File: src/rtl/lsu_mem_if.sv
// Load/store unit: valid/ready memory request channel, lane steering, load extension, fault detection.
// Optional build macro LSU_TIMEOUT_EN adds a REQ/WAIT watchdog that ends stuck accesses with a fault.
module lsu_mem_if #(
  parameter int unsigned XLEN           = 32,
  parameter int unsigned TIMEOUT_CYCLES = 256
) (
  input  logic              clk,
  input  logic              reset,
  input  logic              req_valid,
  input  logic              req_we,
  input  logic [2:0]        req_funct3,
  input  logic [XLEN-1:0]   req_addr,
  input  logic [XLEN-1:0]   req_wdata,
  output logic              stall,
  output logic              rsp_valid,
  output logic [XLEN-1:0]   rsp_rdata,
  output logic              rsp_fault,
  output logic              mem_valid,
  input  logic              mem_ready,
  output logic              mem_we,
  output logic [XLEN-1:0]   mem_addr,
  output logic [XLEN/8-1:0] mem_wstrb,
  output logic [XLEN-1:0]   mem_wdata,
  input  logic              mem_rvalid,
  input  logic [XLEN-1:0]   mem_rdata
);
  localparam int unsigned NB = XLEN / 8;
  localparam int unsigned LB = $clog2(NB);

  typedef enum logic [1:0] {IDLE, REQ, WAIT, RESP} state_t;
  state_t state_q, state_d;

  logic            we_q, fault_q;
  logic [2:0]      f3_q;
  logic [XLEN-1:0] addr_q, wdata_q, rdata_q;
  logic [LB-1:0]   lane;
  logic            size_ok, aligned, legal;
  logic            timeout_hit, to_fire;
  logic [XLEN-1:0] shifted, mask, ext, wdata_rep;
  logic            sgn;
  logic [NB-1:0]   strb;

  assign lane = addr_q[LB-1:0];

  always_comb begin
    size_ok = 1'b0;
    aligned = 1'b0;
    case (req_funct3)
      3'b000, 3'b001, 3'b010: size_ok = 1'b1;
      3'b100, 3'b101:         size_ok = ~req_we;
      3'b011:                 size_ok = (XLEN == 64);
      3'b110:                 size_ok = (XLEN == 64) && !req_we;
      default:                size_ok = 1'b0;
    endcase
    case (req_funct3[1:0])
      2'd0:    aligned = 1'b1;
      2'd1:    aligned = ~req_addr[0];
      2'd2:    aligned = (req_addr[1:0] == 2'b00);
      default: aligned = (req_addr[2:0] == 3'b000);
    endcase
    legal = size_ok & aligned;
  end

  // Load path: move the addressed lane down to bit 0, then extend from the access size.
  always_comb begin
    shifted = mem_rdata >> {lane, 3'b000};
    case (f3_q[1:0])
      2'd0:    begin mask = XLEN'(8'hFF);         sgn = shifted[7];      end
      2'd1:    begin mask = XLEN'(16'hFFFF);      sgn = shifted[15];     end
      2'd2:    begin mask = XLEN'(32'hFFFF_FFFF); sgn = shifted[31];     end
      default: begin mask = '1;                   sgn = shifted[XLEN-1]; end
    endcase
    ext = (shifted & mask) | ((~f3_q[2] & sgn) ? ~mask : '0);
  end

  always_comb begin
    wdata_rep = '0;
    case (f3_q[1:0])
      2'd0:    begin
        strb = NB'(1);
        for (int unsigned i = 0; i < NB; i++) wdata_rep[8*i +: 8] = wdata_q[7:0];
      end
      2'd1:    begin
        strb = NB'(3);
        for (int unsigned i = 0; i < NB/2; i++) wdata_rep[16*i +: 16] = wdata_q[15:0];
      end
      2'd2:    begin
        strb = NB'(15);
        for (int unsigned i = 0; i < NB/4; i++) wdata_rep[32*i +: 32] = wdata_q[31:0];
      end
      default: begin
        strb      = '1;
        wdata_rep = wdata_q;
      end
    endcase
  end

`ifdef LSU_TIMEOUT_EN
  localparam int unsigned CW = $clog2(TIMEOUT_CYCLES + 1);
  logic [CW-1:0] cnt_q;

  always_ff @(posedge clk) begin
    if (reset || state_q == IDLE) cnt_q <= '0;
    else if (state_q == REQ || state_q == WAIT) cnt_q <= cnt_q + CW'(1);
  end

  assign timeout_hit = (cnt_q >= CW'(TIMEOUT_CYCLES - 1));
`else
  assign timeout_hit = 1'b0;
`endif

  // A completing handshake wins over a timeout landing in the same cycle.
  assign to_fire = timeout_hit & (((state_q == REQ) & ~mem_ready) | ((state_q == WAIT) & ~mem_rvalid));

  always_ff @(posedge clk) begin
    if (reset) state_q <= IDLE;
    else       state_q <= state_d;
  end

  always_comb begin
    state_d = state_q;
    case (state_q)
      IDLE:    if (req_valid) state_d = legal ? REQ : RESP;
      REQ:     if (mem_ready) state_d = we_q ? RESP : WAIT;
               else if (to_fire) state_d = RESP;
      WAIT:    if (mem_rvalid || to_fire) state_d = RESP;
      default: state_d = IDLE;
    endcase
  end

  always_comb begin
    mem_valid = (state_q == REQ);
    mem_we    = mem_valid & we_q;
    mem_addr  = mem_valid ? {addr_q[XLEN-1:LB], {LB{1'b0}}} : '0;
    mem_wstrb = mem_we ? (strb << lane) : '0;
    mem_wdata = mem_we ? wdata_rep : '0;
    rsp_valid = (state_q == RESP);
    rsp_fault = rsp_valid & fault_q;
    rsp_rdata = rsp_valid ? rdata_q : '0;
    stall     = req_valid & ~rsp_valid;
  end

  always_ff @(posedge clk) begin
    if (reset) begin
      we_q    <= 1'b0;
      f3_q    <= '0;
      addr_q  <= '0;
      wdata_q <= '0;
      rdata_q <= '0;
      fault_q <= 1'b0;
    end else begin
      case (state_q)
        IDLE: if (req_valid) begin
          we_q    <= req_we;
          f3_q    <= req_funct3;
          addr_q  <= req_addr;
          wdata_q <= req_wdata;
          rdata_q <= '0;
          fault_q <= ~legal;
        end
        WAIT: if (mem_rvalid) rdata_q <= ext;
        default: ;
      endcase
      if (to_fire) fault_q <= 1'b1;
    end
  end
endmodule
File: config.mk
export PLATFORM = sky130hd
export DESIGN_NAME = lsu_mem_if
export DESIGN_NICKNAME = d
export VERILOG_FILES = /design/src/rtl/lsu_mem_if.sv
export SDC_FILE = /design/constraint.sdc
export NUM_CORES = 1
export LEC_CHECK = 0
export BUFFER_PORTS_ARGS = -buffer_cell sky130_fd_sc_hd__buf_2
export CAP_MARGIN = 20
export CORE_UTILIZATION = 45
export CTS_CLUSTER_DIAMETER = 80
export DETAILED_ROUTE_END_ITERATION = 10
export PLACE_DENSITY = 0.75
export RECOVER_POWER = 100
export SYNTH_ARGS = -nofsm -noshare
export SYNTH_HDL_FRONTEND = slang
export SYNTH_SLANG_ARGS = --single-unit
export TNS_END_PERCENT = 30
File: constraint.sdc
create_clock -name clk -period 2.2 [get_ports clk]
set_clock_uncertainty 0.15 [all_clocks]
set_input_delay 0.44 -clock clk [delete_from_list [all_inputs] [get_ports clk]]
set_output_delay 0.44 -clock clk [all_outputs]
set_load 0.05 [all_outputs]
; ---- Word level (Yosys, flattened, before mapping)
; Index checks and enable logic that the tools add are counted.
[op_classes]
eq_ne = 13
shift = 2
mux = 20
bitwise = 13
n_reduce_logical = 12
[op_table]
columns = op, n
row1 = 2-to-1 mux 32 bit, 6
row2 = case mux 32 bit (2 select lines), 3
row3 = AND 32 bit, 1
row4 = NOT 32 bit, 1
row5 = OR 32 bit, 1
row6 = right shift 32 x 5 -> 32 bit, 1
row7 = logical NOT 2 bit, 4
row8 = 2-to-1 mux 2 bit, 4
row9 = case mux 4 bit (2 select lines), 1
row10 = "== test 2 x 1 -> 1 bit, second input constant", 3
row11 = "== test 2 bit, second input constant", 3
row12 = "== test 3 bit, second input constant", 2
row13 = logical NOT 3 bit, 2
row14 = case mux 2 bit (3 select lines), 1
row15 = AND reduction 3 bit, 2
row16 = AND 1 bit, 5
row17 = NOT 1 bit, 5
row18 = 2-to-1 mux 4 bit, 1
row19 = "!= test 2 bit, second input constant", 2
row20 = case mux 1 bit (2 select lines), 2
row21 = << shifter 4 x 2 -> 4 bit, 1
row22 = "== test 3 x 1 -> 1 bit, second input constant", 1
row23 = "== test 3 x 2 -> 1 bit, second input constant", 1
row24 = case mux 1 bit (3 select lines), 1
row25 = other kinds (6), 6
[word_totals]
ff_bits = 103
input_bits = 105
out_inout_bits = 105
elab_cells = 67

; ---- Logic depth before layout (Yosys ltp)
[logic_depth]
word_depth = 7
depth_mapped = 8
depth_no_buf = 6

; ---- Worst setup path before layout
; Ideal clock, no wire load.
[synth_timing]
kind = register to output
startpoint = reg state_q[1]
endpoint = out mem_wstrb[2]
arrival_time_ps = 2478
required_time_ps = 1610
path_slack_ps = -868
path_stages_with_launch = 6
path_buffers = 1
path_cell_list = dfxtp_1 inv_1 ha_1 nand2_1 clkbuf_1 a221oi_1
[synth_between]
elab_chain_cells = 3
[synth_lines]
columns = item, line_no
row1 = "start, declared", 31  ; state_t state_q, state_d;
row2 = "start signal, assigned", 117  ; else state_q <= state_d;
row3 = == test 2 x 1 -> 1 bit, 132  ; mem_valid = (state_q == REQ);
row4 = net mem_valid, 18  ; output logic mem_valid,
row5 = AND 1 bit, 133  ; mem_we = mem_valid & we_q;
row6 = 2-to-1 mux 4 bit, 135  ; mem_wstrb = mem_we ? (strb << lane) : '0;
row7 = "end, declared", 22  ; output logic [XLEN/8-1:0] mem_wstrb,
; The timed path passes the listed nets, and every way through them passes these cells.

; ---- Worst setup path after layout
[layout_timing]
startpoint = reg f3_q[0]
endpoint = out mem_wdata[14]
[layout_between]
elab_chain_cells = 3
word_cells_on_any_way = 4
cone_classes = 1 x eq/ne / 2 x mux / 1 x reduce/logical
[layout_lines]
columns = item, line_no
row1 = "start, declared", 34  ; logic [2:0] f3_q;
row2 = "start signal, assigned", 155  ; f3_q <= req_funct3;
row3 = == test 2 x 1 -> 1 bit / logical NOT 2 bit (equally long branches), 78  ; case (f3_q[1:0])
row4 = case mux 32 bit (2 select lines) *, 78
row5 = 2-to-1 mux 32 bit *, 136  ; mem_wdata = mem_we ? wdata_rep : '0;
row6 = "end, declared", 23  ; output logic [XLEN-1:0] mem_wdata,
; Every way passes the cells marked *; elsewhere a longest branch is shown, timed or not.

==> run metrics <==
setup violators final=4; area of the multi-input gates=0.00312 mm²; Worst Setup SP=f3_q[0]; Netlist Area Pre-Place=around 0.0052 mm²; clk_lat worst skew=between 0.3 and 0.4 ns; LEAKAGE=approximately 3.1 nW; CTS sink count=around 100; Reg-to-Reg End=wdata_q[22]; most frequent cells in the layout=nand2_1, buf_2, dfxtp_1; Core Box Area=approximately 0.011 mm²; EDFF count, synth=0; end of the critical path=mem_wdata[14]; CTS tree=built; GP Congestion=0.887; yosys warns=0; 1st-pass router iterations=5; fin cells=slightly above 1,000; cts bufs inserted=9; IO buf count=just over 200; Hold/Removal Path Class=in -> reg; share of power burned in registers=a little under two fifths; GRT Total Usage=a little over a quarter; clock root cell=clkbuf_16; post-route setup slack=-0.0199 ns; RSZ-0062 raised after global routing=yes; Die Span X=between 100 and 150 µm; detailed-route wire length=~17,000 µm; via count=around 5,500; diode count=0; Cell variety after synth=39; worst-case reg-to-reg path depth=8; clock tree buffer depth=2; Slew headroom=about 52%; sequential share of the synthesized area=around two fifths; layout overhead on the synthesized area=42.6%; Max Slew Vio Count=0; Worst-path clk slew=approximately 0.070 ns; first-pass GRT wire length=around 25,000 µm; DR WL/cell=16.7 µm; Layout Nets=971; largest net degree at the start of global routing=70; startpoint types=register; detailed router's first-iteration violation count=about 450; PwrDens=~900 mW/mm²; # IOs=210; register area=about 0.0021 mm²; Final Hold Fails=0; Post-route DRC=0; switching portion of total power=between 30% and 40%; vias in the first global route=between 5,000 and 6,000; htree depth=3; crit path DAT=~1.6 ns; number of synthesized register bits=just over 100; max cap viols=0; outcome=finished with violations; Critical Path RT=~1.6 ns; WS Path Type=reg -> out; smallest hold slack=roughly 0.18 ns; post-route ant nets=0; layout cells sized above 1=37.4%; initial antenna violation count=0; r2r setup slk=0.14 ns; Initial Util=between 40% and 50%; die area=between 0.01 and 0.015 mm²; share of synthesized registers carrying an async set or reset=0%; Filler Cell Count=911; via-per-instance ratio=around 5.5; fmax=450 MHz; commonest non-fill, non-tap cell in the layout=nand2_1; post-route clock period utilization=101%; Cell Rows=38; Slew @ Worst Pin=0.719 ns; gr ovfl total=0; Top FF cell, synth=dfxtp_1; placed cell count=987; internal cell power=about 0.0040 W; Final HPWL DP=11,000 µm; logic gate share of total power=roughly two fifths; Avg Inst Size Synth=7.69 µm²; Clk pwr share=25.0%; crit path capture type=output port; Die Height=~110 µm; DP Worst Slack=about 0.053 ns; post-layout min period=roughly 2.2 ns; R2R Path Start=state_q[1]; peak supply drop=between 0.0005 and 0.0006 V; net switching power=around 0.0025 W; failing checks=setup timing; CP Max Fanout=9; Gate Count Post-Synth=~670
power by group through the flow:
stage	Combinational (W)	Clock [W]	Sequential, W
after floorplan	0.00168	0	0.00233
after global placement	0.00223	0	0.00238
after detailed placement	0.00229	0	0.00240
after CTS	0.00239	0.00163	0.00237
after global routing	0.00269	0.00171	0.00243
final	0.00248	0.00163	0.00240
worst min path at each step:
stage                       from         end  slack [ns]  cells after the start
finish              req_addr[10]  addr_q[10]        0.18                      3
global route         req_addr[8]   addr_q[8]        0.18                      3
CTS                 req_wdata[7]  wdata_q[7]        0.17                      3
detailed placement    addr_q[20]  addr_q[20]        0.29                      2
global placement      addr_q[31]  addr_q[31]        0.29                      2
floorplan             addr_q[10]  addr_q[10]        0.28                      2
cells in the mapped netlist, drive strengths merged (2+ instances only):
cell type | count | share of area, %
nor3 | 4 | 0.39
inv | 4 | 0.29
a211o | 7 | 1.2
a22o | 8 | 1.4
and2 | 64 | 7.8
o21ai | 24 | 2.3
mux2i | 25 | 4.8
clkbuf | 35 | 2.6
ha | 4 | 0.97
dfxtp | 103 | 40
a21oi | 96 | 9.4
nor4 | 2 | 0.53
a221oi | 2 | 0.34
and3 | 8 | 0.97
nor2 | 40 | 2.9
nand2 | 166 | 12
buf | 23 | 2.3
nor2b | 14 | 2.0
a32oi | 15 | 2.5
a22oi | 9 | 1.3
mux2 | 8 | 1.7
cells by family (layout without fill, tap and decap cells):
| family | Yosys count | in the layout | synth area share (%) |
|---|---|---|---|
| fa+ha+maj | 4 | 4 | 0.969 |
| flops | 103 | 103 | 39.9 |
| buf+inv | 62 | 256 | 5.16 |
| simple gates | 304 | 304 | 27.8 |
| mux | 34 | 34 | 7.03 |
| other cells | 1 | 2 | 0.0726 |
| compound gates | 164 | 164 | 19.1 |
critical path: stages (launching register included):
cell,delay (ns)
dfxtp_4,0.36
buf_4,0.16
or2_4,0.27
buf_6,0.14
nand2_1,0.12
a21oi_4,0.08
buf_6,0.15
metrics by stage:
| stage | cell area, µm² | total power [W] | setup TNS (ns) | util [%] |
|---|---|---|---|---|
| floorplan | 5360 | 0.00401 | -3.03 | - |
| global placement | 6570 | 0.00461 | 0 | 59.6 |
| detailed placement | 6570 | 0.00469 | 0 | 59.6 |
| CTS | 7140 | 0.00640 | -0.00483 | 64.7 |
| global route | 7370 | 0.00683 | -0.697 | 66.8 |
| finish | 7370 | 0.00651 | -0.0491 | 66.8 |
routing by layer:
layer  global-route usage (%)  vias up  wire length (µm)
li1                         -     2636                 -
met1                     35.0     2570              7040
met2                     44.9      289              7940
met3                     5.56       36              1460
met4                     10.9        0               375
met5                        0        -                 0
repair_timing:
item / 4_1_cts / 5_1_grt
cloned: 2 / 0
hold buffers: 0 / 0
setup endpoints to repair: 95 / 84
setup buffers: 2 / 0
pin swaps: 0 / 6
gates resized for setup: 65 / 80
registers in the layout (all words and copies together) (netlist names):
| register | cells |
|---|---|
| wdata_q | 32 |
| we_q | 1 |
| fault_q | 1 |
| addr_q | 32 |
| state_q | 2 |
| f3_q | 3 |
| rdata_q | 32 |
final cells by class:
cell class,instances,area share [%]
Tap cell,140,2.38
Timing Repair Buffer,236,22.8
Clock buffer,10,3.24
Inverter,4,0.255
Sequential cell,103,28.1
Multi-Input combinational cell,508,42.4
Clock inverter,6,0.815
Note: power is estimated with default switching activity, not from simulation.
